<file path="src/rtl/mul_err_sweep_if.sv">
// Bus between the multiplier error-sweep harness and its environment:
// the start/busy/done handshake, the operand/product path to the
// multiplier under test, and the accumulated error metrics.
interface mul_err_sweep_if #(
   parameter int W = 6
);
   logic             start;
   logic             busy;
   logic             done;
   logic [W-1:0]     dut_a;
   logic [W-1:0]     dut_b;
   logic [2*W-1:0]   dut_p;
   logic [2*W:0]     err_count;
   logic [4*W-1:0]   sum_abs_err;
   logic [2*W-1:0]   max_abs_err;
   logic [W-1:0]     worst_a;
   logic [W-1:0]     worst_b;

   // Harness side: drives operands and metrics, consumes start and product.
   modport slave (
      input  start, dut_p,
      output busy, done, dut_a, dut_b,
             err_count, sum_abs_err, max_abs_err, worst_a, worst_b
   );

   // Environment side: requests sweeps, supplies the product, reads results.
   modport master (
      output start, dut_p,
      input  busy, done, dut_a, dut_b,
             err_count, sum_abs_err, max_abs_err, worst_a, worst_b
   );
endinterface

</file>
<file path="src/rtl/mul_err_sweep.sv">
// Exhaustive error-evaluation harness for a W x W unsigned multiplier.
// Issues every operand pair in sweep order, realigns the issued operands
// with the multiplier's PIPE-cycle latency, and accumulates error count,
// sum of absolute error and the first worst-case pair.
module mul_err_sweep #(
   parameter int W    = 6,
   parameter int PIPE = 0
) (
   input logic            clk,
   input logic            rst_n,
   mul_err_sweep_if.slave bus
);
   localparam int              CW         = 2 * W;
   localparam logic [CW-1:0]   CNT_LAST   = {CW{1'b1}};
   localparam logic [1:0]      DRAIN_LAST = 2'(PIPE);

   typedef enum logic [1:0] {
      ST_IDLE  = 2'd0,
      ST_RUN   = 2'd1,
      ST_DRAIN = 2'd2,
      ST_DONE  = 2'd3
   } state_t;

   state_t          state_q, state_d;
   logic [CW-1:0]   cnt_q, cnt_d;
   logic            issue_v_q, issue_v_d;
   logic [1:0]      drain_q, drain_d;
   logic            busy_q, busy_d;
   logic            done_q, done_d;
   logic            clear_s;

   // operands as seen by the multiplier output after its latency
   logic            dly_v_s;
   logic [W-1:0]    dly_a_s;
   logic [W-1:0]    dly_b_s;

   logic [CW-1:0]   exact_s;
   logic [CW-1:0]   diff_s;

   logic            s1_v_q;
   logic            s1_ne_q;
   logic [CW-1:0]   s1_d_q;
   logic [W-1:0]    s1_a_q;
   logic [W-1:0]    s1_b_q;

   logic [CW:0]     err_q, err_d;
   logic [2*CW-1:0] sum_q, sum_d;
   logic [CW-1:0]   max_q, max_d;
   logic [W-1:0]    wa_q, wa_d;
   logic [W-1:0]    wb_q, wb_d;

   // Sweep control: start accept, operand counter, drain timing, status flags.
   always_comb begin
      state_d   = state_q;
      cnt_d     = cnt_q;
      issue_v_d = issue_v_q;
      drain_d   = drain_q;
      busy_d    = busy_q;
      done_d    = done_q;
      clear_s   = 1'b0;
      case (state_q)
         ST_IDLE, ST_DONE: begin
            if (bus.start) begin
               state_d   = ST_RUN;
               cnt_d     = {CW{1'b0}};
               issue_v_d = 1'b1;
               drain_d   = 2'd0;
               busy_d    = 1'b1;
               done_d    = 1'b0;
               clear_s   = 1'b1;
            end else begin
               state_d   = state_q;
            end
         end
         ST_RUN: begin
            if (cnt_q == CNT_LAST) begin
               state_d   = ST_DRAIN;
               cnt_d     = {CW{1'b0}};
               issue_v_d = 1'b0;
               drain_d   = 2'd0;
            end else begin
               cnt_d     = cnt_q + CW'(1);
            end
         end
         ST_DRAIN: begin
            // last pair still travelling through the DUT latency and S1
            if (drain_q == DRAIN_LAST) begin
               state_d   = ST_DONE;
               drain_d   = 2'd0;
               busy_d    = 1'b0;
               done_d    = 1'b1;
            end else begin
               drain_d   = drain_q + 2'd1;
            end
         end
         default: begin
            state_d   = ST_IDLE;
            cnt_d     = {CW{1'b0}};
            issue_v_d = 1'b0;
            drain_d   = 2'd0;
            busy_d    = 1'b0;
            done_d    = 1'b0;
         end
      endcase
   end

   // Control state register.
   always_ff @(posedge clk) begin
      if (!rst_n) begin
         state_q   <= ST_IDLE;
         cnt_q     <= {CW{1'b0}};
         issue_v_q <= 1'b0;
         drain_q   <= 2'd0;
         busy_q    <= 1'b0;
         done_q    <= 1'b0;
      end else begin
         state_q   <= state_d;
         cnt_q     <= cnt_d;
         issue_v_q <= issue_v_d;
         drain_q   <= drain_d;
         busy_q    <= busy_d;
         done_q    <= done_d;
      end
   end

   generate
      if (PIPE == 0) begin : g_nopipe
         assign dly_v_s = issue_v_q;
         assign dly_a_s = cnt_q[W-1:0];
         assign dly_b_s = cnt_q[CW-1:W];
      end else begin : g_pipe
         logic [PIPE-1:0] v_q;
         logic [CW-1:0]   op_q [PIPE];

         // Delay issued operands and their valid by the DUT latency.
         always_ff @(posedge clk) begin
            if (!rst_n) begin
               v_q <= {PIPE{1'b0}};
               for (int i = 0; i < PIPE; i++) begin
                  op_q[i] <= {CW{1'b0}};
               end
            end else begin
               v_q[0]  <= issue_v_q;
               op_q[0] <= cnt_q;
               for (int i = 1; i < PIPE; i++) begin
                  v_q[i]  <= v_q[i-1];
                  op_q[i] <= op_q[i-1];
               end
            end
         end

         assign dly_v_s = v_q[PIPE-1];
         assign dly_a_s = op_q[PIPE-1][W-1:0];
         assign dly_b_s = op_q[PIPE-1][CW-1:W];
      end
   endgenerate

   // Exact reference product and unsigned error magnitude for the aligned pair.
   always_comb begin
      exact_s = CW'(dly_a_s) * CW'(dly_b_s);
      if (bus.dut_p >= exact_s) begin
         diff_s = bus.dut_p - exact_s;
      end else begin
         diff_s = exact_s - bus.dut_p;
      end
   end

   // Stage S1: capture the error of the aligned pair.
   always_ff @(posedge clk) begin
      if (!rst_n) begin
         s1_v_q  <= 1'b0;
         s1_ne_q <= 1'b0;
         s1_d_q  <= {CW{1'b0}};
         s1_a_q  <= {W{1'b0}};
         s1_b_q  <= {W{1'b0}};
      end else begin
         s1_v_q  <= dly_v_s & ~clear_s;
         s1_ne_q <= (diff_s != {CW{1'b0}});
         s1_d_q  <= diff_s;
         s1_a_q  <= dly_a_s;
         s1_b_q  <= dly_b_s;
      end
   end

   // Metric accumulation; strictly-greater keeps the first worst pair.
   always_comb begin
      err_d = err_q;
      sum_d = sum_q;
      max_d = max_q;
      wa_d  = wa_q;
      wb_d  = wb_q;
      if (clear_s) begin
         err_d = {(CW+1){1'b0}};
         sum_d = {(2*CW){1'b0}};
         max_d = {CW{1'b0}};
         wa_d  = {W{1'b0}};
         wb_d  = {W{1'b0}};
      end else if (s1_v_q) begin
         err_d = err_q + {{CW{1'b0}}, s1_ne_q};
         sum_d = sum_q + {{CW{1'b0}}, s1_d_q};
         if (s1_d_q > max_q) begin
            max_d = s1_d_q;
            wa_d  = s1_a_q;
            wb_d  = s1_b_q;
         end else begin
            max_d = max_q;
         end
      end else begin
         err_d = err_q;
      end
   end

   // Metric registers.
   always_ff @(posedge clk) begin
      if (!rst_n) begin
         err_q <= {(CW+1){1'b0}};
         sum_q <= {(2*CW){1'b0}};
         max_q <= {CW{1'b0}};
         wa_q  <= {W{1'b0}};
         wb_q  <= {W{1'b0}};
      end else begin
         err_q <= err_d;
         sum_q <= sum_d;
         max_q <= max_d;
         wa_q  <= wa_d;
         wb_q  <= wb_d;
      end
   end

   assign bus.busy        = busy_q;
   assign bus.done        = done_q;
   assign bus.dut_a       = cnt_q[W-1:0];
   assign bus.dut_b       = cnt_q[CW-1:W];
   assign bus.err_count   = err_q;
   assign bus.sum_abs_err = sum_q;
   assign bus.max_abs_err = max_q;
   assign bus.worst_a     = wa_q;
   assign bus.worst_b     = wb_q;

endmodule

</file>
<file path="src/flat_wrapper.sv">
// flat-port wrapper written by rule: the top's interface ports become plain ports
module mul_err_sweep_flat 
#(
   parameter int W    = 6,
   parameter int PIPE = 0
)
  (clk, rst_n, bus_start, bus_dut_p, bus_busy, bus_done, bus_dut_a, bus_dut_b, bus_err_count, bus_sum_abs_err, bus_max_abs_err, bus_worst_a, bus_worst_b);
  mul_err_sweep_if #(.W(W)) bus_i ();
  input logic clk;
  input logic rst_n;
  input wire logic [$bits(bus_i.start)-1:0] bus_start;
  input wire logic [$bits(bus_i.dut_p)-1:0] bus_dut_p;
  output wire logic [$bits(bus_i.busy)-1:0] bus_busy;
  output wire logic [$bits(bus_i.done)-1:0] bus_done;
  output wire logic [$bits(bus_i.dut_a)-1:0] bus_dut_a;
  output wire logic [$bits(bus_i.dut_b)-1:0] bus_dut_b;
  output wire logic [$bits(bus_i.err_count)-1:0] bus_err_count;
  output wire logic [$bits(bus_i.sum_abs_err)-1:0] bus_sum_abs_err;
  output wire logic [$bits(bus_i.max_abs_err)-1:0] bus_max_abs_err;
  output wire logic [$bits(bus_i.worst_a)-1:0] bus_worst_a;
  output wire logic [$bits(bus_i.worst_b)-1:0] bus_worst_b;
  assign bus_i.start = bus_start;
  assign bus_i.dut_p = bus_dut_p;
  assign bus_busy = bus_i.busy;
  assign bus_done = bus_i.done;
  assign bus_dut_a = bus_i.dut_a;
  assign bus_dut_b = bus_i.dut_b;
  assign bus_err_count = bus_i.err_count;
  assign bus_sum_abs_err = bus_i.sum_abs_err;
  assign bus_max_abs_err = bus_i.max_abs_err;
  assign bus_worst_a = bus_i.worst_a;
  assign bus_worst_b = bus_i.worst_b;
  mul_err_sweep #(.W(W), .PIPE(PIPE)) u_core (.clk(clk), .rst_n(rst_n), .bus(bus_i));
endmodule
</file>
<file path="config.mk">
export PLATFORM = sky130hd
export DESIGN_NAME = mul_err_sweep_flat
export DESIGN_NICKNAME = d
export VERILOG_FILES = /design/src/rtl/mul_err_sweep_if.sv /design/src/rtl/mul_err_sweep.sv /design/src/flat_wrapper.sv
export SDC_FILE = /design/constraint.sdc
export NUM_CORES = 1
export LEC_CHECK = 0
export BUFFER_PORTS_ARGS = -buffer_cell sky130_fd_sc_hd__buf_4
export CORE_UTILIZATION = 35
export DETAILED_ROUTE_END_ITERATION = 10
export SETUP_SLACK_MARGIN = 0.2
export SYNTH_ARGS = -nofsm -noshare
export SYNTH_HDL_FRONTEND = slang
export SYNTH_SLANG_ARGS = --single-unit
</file>
<file path="constraint.sdc">
create_clock -name clk -period 8.6 [get_ports clk]
set_input_delay 0.86 -clock clk [delete_from_list [all_inputs] [get_ports clk]]
set_output_delay 0.86 -clock clk [all_outputs]
set_load 0.02 [all_outputs]
</file>
==> flow_metrics.env, run 1 <==
export IMPL_vias=5268
export IMPL_synth_area_per_cell_um2=8.731
export IMPL_drtAntennaViolNets=0
export IMPL_path_cells="and2_1 > fa_1 > fa_1 > inv_1 > fa_1 > inv_1 > ha_1 > inv_1 > o21bai_1 > a21oi_1 > o21bai_1 > a21o_1 > a21oi_1 > xor2_1 > ha_1 > nand4_1 > nor3_1 > a2bb2oi_1 > a211oi_2 > mux2i_1 > xor2_1 > or4bb_1 > nor3_2 > a31oi_1"
export IMPL_synthTopCellsByCount="dfxtp_1 (106), nor2_1 (99), inv_1 (78)"
export IMPL_crit_required_ns=8.81
export IMPL_fin_skew_ns=0.01614
export IMPL_final_min_clock_period_ns=6.902
export IMPL_p_sw_share_pct=33.27
export IMPL_cp_max_fo=12
export IMPL_fin_nets=963
export IMPL_drv_cap=0
export IMPL_grt_pass1_wl_um=24800
export IMPL_ys_seq_area_share_pct=31.16
export IMPL_io_buffers=89
export IMPL_cts_tree="built"
export IMPL_crit_type="reg2reg"
export IMPL_synth_top_flop_cell="dfxtp_1"
export IMPL_yosysWarnings=0
export IMPL_hold_violations=0
export IMPL_syn_nets=890
export IMPL_cts_resized=0
export IMPL_dp_cells=1102
export IMPL_antennaDiodeCount=0
export IMPL_gpl_final_weighted_congestion=0.8624
export IMPL_max_stage_delay_ns=0.96
export IMPL_grt_util_all_layers_pct=15.51
export IMPL_yosys_area_share_simple_pct=18.28
export IMPL_muxShareOfSynthArea_pct=7.073
export IMPL_antenna_found_initial=0
export IMPL_multi_input_area_um2=4273
export IMPL_period_share_pct=80.26
export IMPL_wl_um=14680
export IMPL_clock_sinks=106
export IMPL_grt_pass1_vias=5067
export IMPL_via_per_inst=4.712
export IMPL_n_fill_cell=1939
export IMPL_synth_compound_area_share_pct=10.71
export IMPL_worst_path_max_delay_cell="a211oi_2"
export IMPL_path_clk_slew_ns=0.08
export IMPL_synthXorXnorAreaFrac_pct=6.945
export IMPL_timing_hold_ws_ns=0.4718
export IMPL_ys_seq_elements=106
export IMPL_die_h_um=141.5
export IMPL_ys_types=50
export IMPL_async_reset_ff_share_pct=0
export IMPL_start_kind="register"
export IMPL_hold_buffers=0
export IMPL_seqCellArea_um2=2122
export IMPL_netSwitchingPower_mw=0.4184
export IMPL_cp_top_family="adder cells"
export IMPL_outcome="finished clean"
export IMPL_critPathCaptureType="register"
export IMPL_drive_gt1_share_pct=13.75
export IMPL_grt_setup_unrepaired="false"
export IMPL_netlist_top_cell_by_area="dfxtp_1"
export IMPL_synth_top_area_share_pct=31.16
export IMPL_core_um2=18890
export IMPL_synth_area_um2=6810
export IMPL_crit_buf_inv=3
export IMPL_syn2layout_area_growth_pct=17.51
export IMPL_grt_max_degree=37
export IMPL_avgRoutedWirePerCell_um=13.13
export IMPL_die_w_um=141.5
export IMPL_finalSetupViolations=0
export IMPL_slew_violations=0
export IMPL_clk_path_buf_depth=2
export IMPL_tns_ns=0
export IMPL_clk_latency_ns=0.36
export IMPL_leakagePower_nw=3.568
export IMPL_hp_class="reg2reg"
export IMPL_drc=0
export IMPL_fin_cells=1118
export IMPL_synth_most_common_cell="dfxtp_1"
export IMPL_p_int_mw=0.8392
export IMPL_initial_core_util_pct=36.05
export IMPL_clockPowerShare_pct=33.0
export IMPL_arrival_ns=7.11
export IMPL_dp_hpwl_um=11510
export IMPL_pwr_share_seq_pct=43.2
export IMPL_synth_top_family_by_area="adder cells"
export IMPL_io_pins=90
export IMPL_grt_overflow_total=0
export IMPL_irDropWorstVdd_mv=0.1197
export IMPL_worstMarginPinSlew_ns=1.156
export IMPL_synth_edf_count=0
export IMPL_synthAdderAreaFrac_pct=19.66
export IMPL_numCtsBuffers=9
export IMPL_synth_top_cells_by_area="dfxtp_1 (31%), ha_1 (14%), mux2i_1 (6.9%), fa_1 (5.9%), nor2_1 (5.5%)"
export IMPL_cts_root_buf="clkbuf_16"
export IMPL_cts_max_level=3
export IMPL_rows=50
export IMPL_power_density_nw_per_um2=157.1
export IMPL_dieArea_um2=20020
export IMPL_relSlewSlack_pct=22.82
export IMPL_drt_iter0_drc=212
export IMPL_post_cts_setup_buffer_count=0
export IMPL_finalPower_mw=1.258
export IMPL_fmax_mhz=144.9
export IMPL_firstDrtPassIters=4
export IMPL_combPwrFrac_pct=23.8
export IMPL_synth_cells=780
==> cell usage in the layout, fill, tap and decap left out, types with 20 or more instances in the layout <==
master	count
a21oi_1	39
and2_1	50
buf_4	92
dfxtp_1	106
fa_1	20
ha_1	75
inv_1	78
mux2i_1	47
nand2_1	43
nor2_1	98
o21ai_0	20
xnor2_1	25
xor2_1	29
==> cell type report <==
cell class	count	area share, %
sequential	106	26.52
clock buffer	9	2.814
multi-input combinational	566	53.39
inverter	78	3.659
clock inverter	7	0.9225
timing repair buffer	92	8.630
tap	260	4.065
==> metal layers <==
metal | up-vias | part of all wire [%] | GRT usage [%]
li1 | 2744 | - | -
met1 | 2427 | 48 | 20.36
met2 | 83 | 47 | 25.77
met3 | 14 | 3.5 | 2.970
met4 | 0 | 1.4 | 4.697
met5 | - | 0 | 0
==> through the flow <==
stage	setup slack [ns]	util [%]	cell area, um^2
2_1_floorplan	2.742	-	6810
3_3_place_gp	1.976	40.77	7704
3_5_place_dp	1.757	40.77	7704
4_1_cts	1.725	42.36	8003
5_1_grt	1.269	42.36	8003
6_report	1.698	42.36	8003
==> tightest hold or removal path, cell delays in order (launching register included) <==
cell	delay, ns
dfxtp_1	0.31
mux2i_1	0.06
nor2_1	0.07
==> state kept, by name (all words and copies together), names as in the netlist, 2 cells and up <==
signal                  flops
u_core.bus.worst_b          6
u_core.state_q              2
u_core.bus.worst_a          6
u_core.cnt_q               12
u_core.bus.err_count       13
u_core.s1_a_q               6
u_core.drain_q              2
u_core.bus.max_abs_err     12
u_core.s1_d_q              12
u_core.bus.sum_abs_err     24
u_core.s1_b_q               6
==> power by group through the flow <==
| stage | Combinational (mW) | Sequential [mW] | Clock [mW] |
|---|---|---|---|
| floorplan | 0.214 | 0.557 | 0 |
| global placement | 0.298 | 0.555 | 0 |
| detailed placement | 0.300 | 0.555 | 0 |
| CTS | 0.302 | 0.544 | 0.428 |
| global route | 0.334 | 0.549 | 0.446 |
| finish | 0.299 | 0.544 | 0.415 |
==> kinds of logic after synthesis <==
group,count (synthesis)
simple gates,256
fa+ha+maj,95
compound gates,113
buf+inv,108
flops,106
xor+xnor,54
mux,48
==> final timing paths <==
check                        start               endpoint  slack, ns  depth (start not counted)
setup / recovery   u_core.cnt_q[2]         u_core.s1_ne_q       1.70                         24
hold / removal    u_core.s1_b_q[2]  u_core.bus.worst_b[2]       0.47                          2
setup reg to reg   u_core.cnt_q[2]         u_core.s1_ne_q       1.70                         24
hold reg to reg   u_core.s1_b_q[2]  u_core.bus.worst_b[2]       0.47                          2
No activity file was read; power rests on OpenSTA's default activity.
==> run 2: changes to the inputs <==
clock period = 6.8 ns   (was 8.6 ns; I/O delays follow)
==> run 2 against run 1 <==
Effect of this change:
- combinational power is 27% higher
- fmax is 12% higher
- die area stayed put
- non-clock buffer count is 6 higher
- design area is 1.5% higher
- total power is 33% higher
- highest routed layer unchanged
==> flow_metrics.env, run 2 (synthesized netlist as in run 1, its figures left out) <==
export IMPL_cp_endpoint="u_core.s1_ne_q"
export IMPL_fin_skew_ns=0.01506
export IMPL_hold_buffers=0
export IMPL_initial_core_util_pct=36.05
export IMPL_dp_hpwl_um=11590
export IMPL_cp_startpoint="u_core.cnt_q[0]"
export IMPL_arrival_ns=6.38
export IMPL_crit_type="reg2reg"
export IMPL_power_density_nw_per_um2=206.5
export IMPL_avgRoutedWirePerCell_um=13.29
export IMPL_worstMarginPinSlew_ns=0.7835
export IMPL_hold_violations=0
export IMPL_io_buffers=89
export IMPL_leakagePower_nw=3.622
export IMPL_drtAntennaViolNets=0
export IMPL_dp_cells=1106
export IMPL_die_h_um=141.5
export IMPL_finalSetupViolations=0
export IMPL_grtUsageMet3_pct=2.396
export IMPL_grt_max_degree=57
export IMPL_cp_max_fo=11
export IMPL_seqCellArea_um2=2128
export IMPL_rrSetupSlack_ns=0.63
export IMPL_gpl_final_weighted_congestion=0.8286
export IMPL_numCtsBuffers=9
export IMPL_fin_nets=969
export IMPL_vias=5327
export IMPL_gr_usage_met2_pct=25.38
export IMPL_final_min_clock_period_ns=6.165
export IMPL_slew_violations=0
export IMPL_worst_path_max_delay_cell="dfxtp_1"
export IMPL_grt_util_all_layers_pct=15.40
export IMPL_drt_iter0_drc=174
export IMPL_grt_overflow_total=0
export IMPL_cp_depth=23
export IMPL_cts_tree="built"
export IMPL_antenna_found_initial=0
export IMPL_ff2ff_path_depth=23
export IMPL_antennaDiodeCount=0
export IMPL_relSlewSlack_pct=47.52
export IMPL_tns_ns=0
export IMPL_io_pins=90
export IMPL_firstDrtPassIters=4
export IMPL_cts_root_buf="clkbuf_16"
export IMPL_layout_cells_most_common="dfxtp_1"
export IMPL_clk_latency_ns=0.36
export IMPL_drive_gt1_share_pct=15.16
export IMPL_wl_um=14940
export IMPL_worstReg2RegEnd="u_core.s1_ne_q"
export IMPL_grt_pass1_wl_um=24760
export IMPL_grt_util_met1_pct=20.45
export IMPL_critPathCaptureType="register"
export IMPL_cp_top_family="adder cells"
export IMPL_path_clk_slew_ns=0.08
export IMPL_via_per_inst=4.739
export IMPL_cts_max_level=3
export IMPL_clock_sinks=106
export IMPL_grt_pass1_vias=5133
export IMPL_crit_buf_inv=1
export IMPL_dieArea_um2=20020
export IMPL_fmax_mhz=162.2
export IMPL_max_stage_delay_ns=0.54
export IMPL_hp_class="reg2reg"
export IMPL_n_fill_cell=1925
export IMPL_r2r_start="u_core.cnt_q[0]"
export IMPL_busiest_layer="met2"
export IMPL_outcome="finished clean"
export IMPL_die_w_um=141.5
export IMPL_start_kind="register"
export IMPL_rows=50
export IMPL_clk_path_buf_depth=2
export IMPL_path_cells="nand2_1 > fa_1 > fa_1 > fa_1 > inv_1 > ha_1 > a21oi_1 > o21bai_1 > a21oi_1 > o21bai_1 > a21o_1 > a21oi_1 > xor2_1 > ha_1 > nand4_1 > nor3_1 > a2bb2oi_1 > a211oi_4 > mux2i_2 > xor2_1 > or4bb_1 > nor3_2 > a31oi_1"
export IMPL_period_share_pct=90.66
export IMPL_multi_input_area_um2=4290
export IMPL_drc=0
export IMPL_drv_cap=0
export IMPL_fin_cells=1124
export IMPL_fin_util_pct=42.99
export IMPL_grt_setup_unrepaired="false"
export IMPL_largest_register_ffs=24
export IMPL_syn2layout_area_growth_pct=19.25
export IMPL_crit_required_ns=7.01
export IMPL_layout_common_cells="dfxtp_1 (101), nor2_1 (98), buf_4 (98)"
export IMPL_core_um2=18890
export IMPL_irDropWorstVdd_mv=0.1298
-- run 2: cell count changes in the layout (fill, tap and decap cells not counted), sizes merged --
cell | previous run | this run
buf | 92 | 98
bufinv | 0 | 3
clkinvlp | 0 | 1
inv | 84 | 80
-- run 2: area by class of cell --
| type | count | area share (%) |
|---|---|---|
| Clock inverter | 7 | 1.525 |
| Clock buffer | 9 | 2.773 |
| Tap cell | 260 | 4.006 |
| Timing Repair Buffer | 98 | 9.059 |
| Inverter | 78 | 3.605 |
| Multi-Input combinational cell | 566 | 52.83 |
| Sequential cell | 106 | 26.21 |
-- run 2: timing repair --
| action | 4_1_cts | 5_1_grt |
|---|---|---|
| endpoints found under the setup margin | 0 | 2 |
| gates resized for setup | 0 | 8 |
| setup buffers | 0 | 2 |
-- run 2: worst min-delay path by stage --
stage | from | endpoint | slack [ns] | cells after the start
global placement | u_core.s1_b_q[4] | u_core.bus.worst_b[4] | 0.45 | 2
detailed placement | u_core.s1_b_q[0] | u_core.bus.worst_b[0] | 0.46 | 2
CTS | u_core.s1_a_q[0] | u_core.bus.worst_a[0] | 0.48 | 2
global route | u_core.s1_a_q[5] | u_core.bus.worst_a[5] | 0.50 | 2
finish | u_core.s1_b_q[0] | u_core.bus.worst_b[0] | 0.47 | 2
floorplan | u_core.s1_a_q[0] | u_core.bus.worst_a[0] | 0.44 | 2
-- run 2: report_power, final --
group          switching, mW  leakage, nW  internal, mW
clock network          0.244        0.167         0.363
logic                  0.233         2.59         0.149
registers             0.0353        0.862         0.653
-- run 2: through the flow --
stage          instance area (um^2)  worst slack (ns)  total power [mW]  hold WS, ns
2_1_floorplan                  6810            0.9419            0.9753       0.4408
3_3_place_gp                   7734            0.5689             1.080       0.4470
3_5_place_dp                   7734            0.4301             1.082       0.4587
4_1_cts                        8083            0.3998             1.691       0.4781
5_1_grt                        8122            0.1862             1.766       0.4976
6_report                       8122            0.6349             1.677       0.4731
-- run 2: layer usage --
metal	routed length (um)	vias to the layer above
met5	0	-
met4	244	0
met3	444	14
met2	6867	83
met1	7387	2482
li1	-	2748
-- run 2: worst register-to-register path, stage by stage, from the launching register on --
cell and delay, ns:
dfxtp_1 0.54, nand2_1 0.13, fa_1 0.52, fa_1 0.52, fa_1 0.54, inv_1 0.04, ha_1 0.32, a21oi_1 0.15
o21bai_1 0.10, a21oi_1 0.15, o21bai_1 0.10, a21o_1 0.19, a21oi_1 0.16, xor2_1 0.17, ha_1 0.33, nand4_1 0.13
nor3_1 0.05, a2bb2oi_1 0.17, a211oi_4 0.35, mux2i_2 0.33, xor2_1 0.25, or4bb_1 0.52, nor3_2 0.16, a31oi_1 0.10
==> run 3: changes to the inputs <==
PLACE_DENSITY = 0.58   (was unset)
==> run 3 against run 2 <==
Effect of this change:
- sequential cell count stayed put
- non-clock buffer count is 1 higher
- first-iteration DRC count is 40% higher
- die area stayed put
- design area is 0.32% lower
- sequential share of layout area is 0.12 points higher
- fmax is 0.23% higher
- critical endpoint unchanged
- total power is 3.9% lower
- count of clock-buffer cells in the layout stayed put
- final cell count hardly changed
- sequential power hardly changed
==> flow_metrics.env, run 3 (synthesized netlist as in run 1, its figures left out) <==
export IMPL_io_pins=90
export IMPL_dpl_cell_area_um2=7741
export IMPL_layout_setup_ws_ns=0.6492
export IMPL_syn2layout_area_growth_pct=18.87
export IMPL_clk_latency_ns=0.36
export IMPL_leakagePower_nw=3.616
export IMPL_drt_iter0_drc=244
export IMPL_hold_violations=0
export IMPL_drv_cap=0
export IMPL_cts_tree="built"
export IMPL_cp_max_fo=9
export IMPL_grt_setup_unrepaired="false"
export IMPL_critPathCaptureType="register"
export IMPL_slew_violations=0
export IMPL_fmax_mhz=162.6
export IMPL_dp_cells=1107
export IMPL_grt_overflow_total=0
export IMPL_vias=5282
export IMPL_drive_gt1_share_pct=15.49
export IMPL_final_min_clock_period_ns=6.151
export IMPL_largest_register_ffs=24
export IMPL_gpl_final_weighted_congestion=0.8278
export IMPL_firstDrtPassIters=5
export IMPL_dieArea_um2=20020
export IMPL_grt_pass1_wl_um=24320
export IMPL_core_um2=18890
export IMPL_rows=50
export IMPL_finalSetupViolations=0
export IMPL_finalPower_mw=1.613
export IMPL_avgRoutedWirePerCell_um=13.17
export IMPL_initial_core_util_pct=36.05
export IMPL_grt_pass1_vias=4936
export IMPL_irDropWorstVdd_mv=0.1039
export IMPL_arrival_ns=6.37
export IMPL_hp_class="reg2reg"
export IMPL_grt_util_all_layers_pct=15.22
export IMPL_drtAntennaViolNets=0
export IMPL_period_share_pct=90.45
export IMPL_io_buffers=89
export IMPL_dp_hpwl_um=11600
export IMPL_path_clk_slew_ns=0.08
export IMPL_wl_um=14810
export IMPL_die_h_um=141.5
export IMPL_die_w_um=141.5
export IMPL_worstMarginPinSlew_ns=0.6983
export IMPL_dpl_worst_slack_ns=0.4019
export IMPL_fin_nets=970
export IMPL_antenna_found_initial=0
export IMPL_fin_cells=1125
export IMPL_crit_required_ns=7.02
export IMPL_fin_skew_ns=0.01397
export IMPL_hold_buffers=0
export IMPL_drc=0
export IMPL_tns_ns=0
export IMPL_layout_common_cells="buf_4 (99), dfxtp_1 (99), nor2_1 (98)"
export IMPL_crit_type="reg2reg"
export IMPL_stdcell_area_um2=8095
export IMPL_antennaDiodeCount=0
export IMPL_cts_max_level=3
export IMPL_outcome="finished clean"
export IMPL_via_per_inst=4.695
export IMPL_fin_util_pct=42.85
export IMPL_timing_hold_ws_ns=0.4679
export IMPL_power_density_nw_per_um2=199.2
export IMPL_clock_sinks=106
export IMPL_start_kind="register"
export IMPL_grt_max_degree=58
export IMPL_clk_path_buf_depth=2
export IMPL_numCtsBuffers=9
export IMPL_relSlewSlack_pct=53.23
export IMPL_cts_root_buf="clkbuf_16"
run 3: cell count changes in the layout (fill, tap and decap cells not counted), sizes merged:
| cell | change |
|---|---|
| buf | +1 |
| bufinv | -2 |
| clkinvlp | -1 |
| clkinv | +1 |
| inv | +2 |
run 3: worst max-delay path, cell delays in order (launching register included):
cell	delay, ns
dfxtp_1	0.49
and2_1	0.25
fa_1	0.43
inv_1	0.08
fa_1	0.43
fa_1	0.55
inv_1	0.04
ha_1	0.32
a21oi_1	0.15
o21bai_1	0.11
a21oi_1	0.16
o21bai_1	0.10
a21o_1	0.19
a21oi_1	0.16
xor2_1	0.17
ha_1	0.33
nand4_1	0.13
nor3_1	0.07
a2bb2oi_2	0.15
a211oi_4	0.36
mux2i_1	0.35
xor2_1	0.23
or4bb_1	0.51
nor3_2	0.16
a31oi_1	0.10
run 3: where the power goes:
| group | switching, mW | total, mW | internal (mW) |
|---|---|---|---|
| registers | 0.0347 | 0.689 | 0.654 |
| clock network | 0.249 | 0.543 | 0.294 |
| logic | 0.233 | 0.382 | 0.149 |
run 3: area by class of cell:
type,instances,area (um^2)
multi-input cells,566,4293
well taps,260,325.3
inverters,78,292.8
repair buffers,99,743.2
flip-flops and latches,106,2131
clock buffers,9,225.2
fillers,1924,10800
clock inverters,7,85.08
run 3: path summary, 6_finish.rpt:
kind	start	to	slack (ns)	cells past startpoint
setup / recovery	u_core.cnt_q[6]	u_core.s1_ne_q	0.65	24
hold / removal	u_core.s1_b_q[0]	u_core.bus.worst_b[0]	0.47	2
setup reg to reg	u_core.cnt_q[6]	u_core.s1_ne_q	0.65	24
hold reg to reg	u_core.s1_b_q[0]	u_core.bus.worst_b[0]	0.47	2
run 3: metal layers:
| metal | track usage [%] | share of wire (%) | up-vias |
|---|---|---|---|
| met4 | 4.697 | 1.4 | 0 |
| met3 | 2.531 | 3.2 | 14 |
| met5 | 0 | 0 | - |
| met1 | 20.84 | 51 | 2422 |
| li1 | - | - | 2753 |
| met2 | 24.47 | 44 | 93 |
run 3: what timing repair did:
action                                  CTS  global route
endpoints found under the setup margin    0             1
buffers inserted                          0             2
gates resized for setup                   0            10
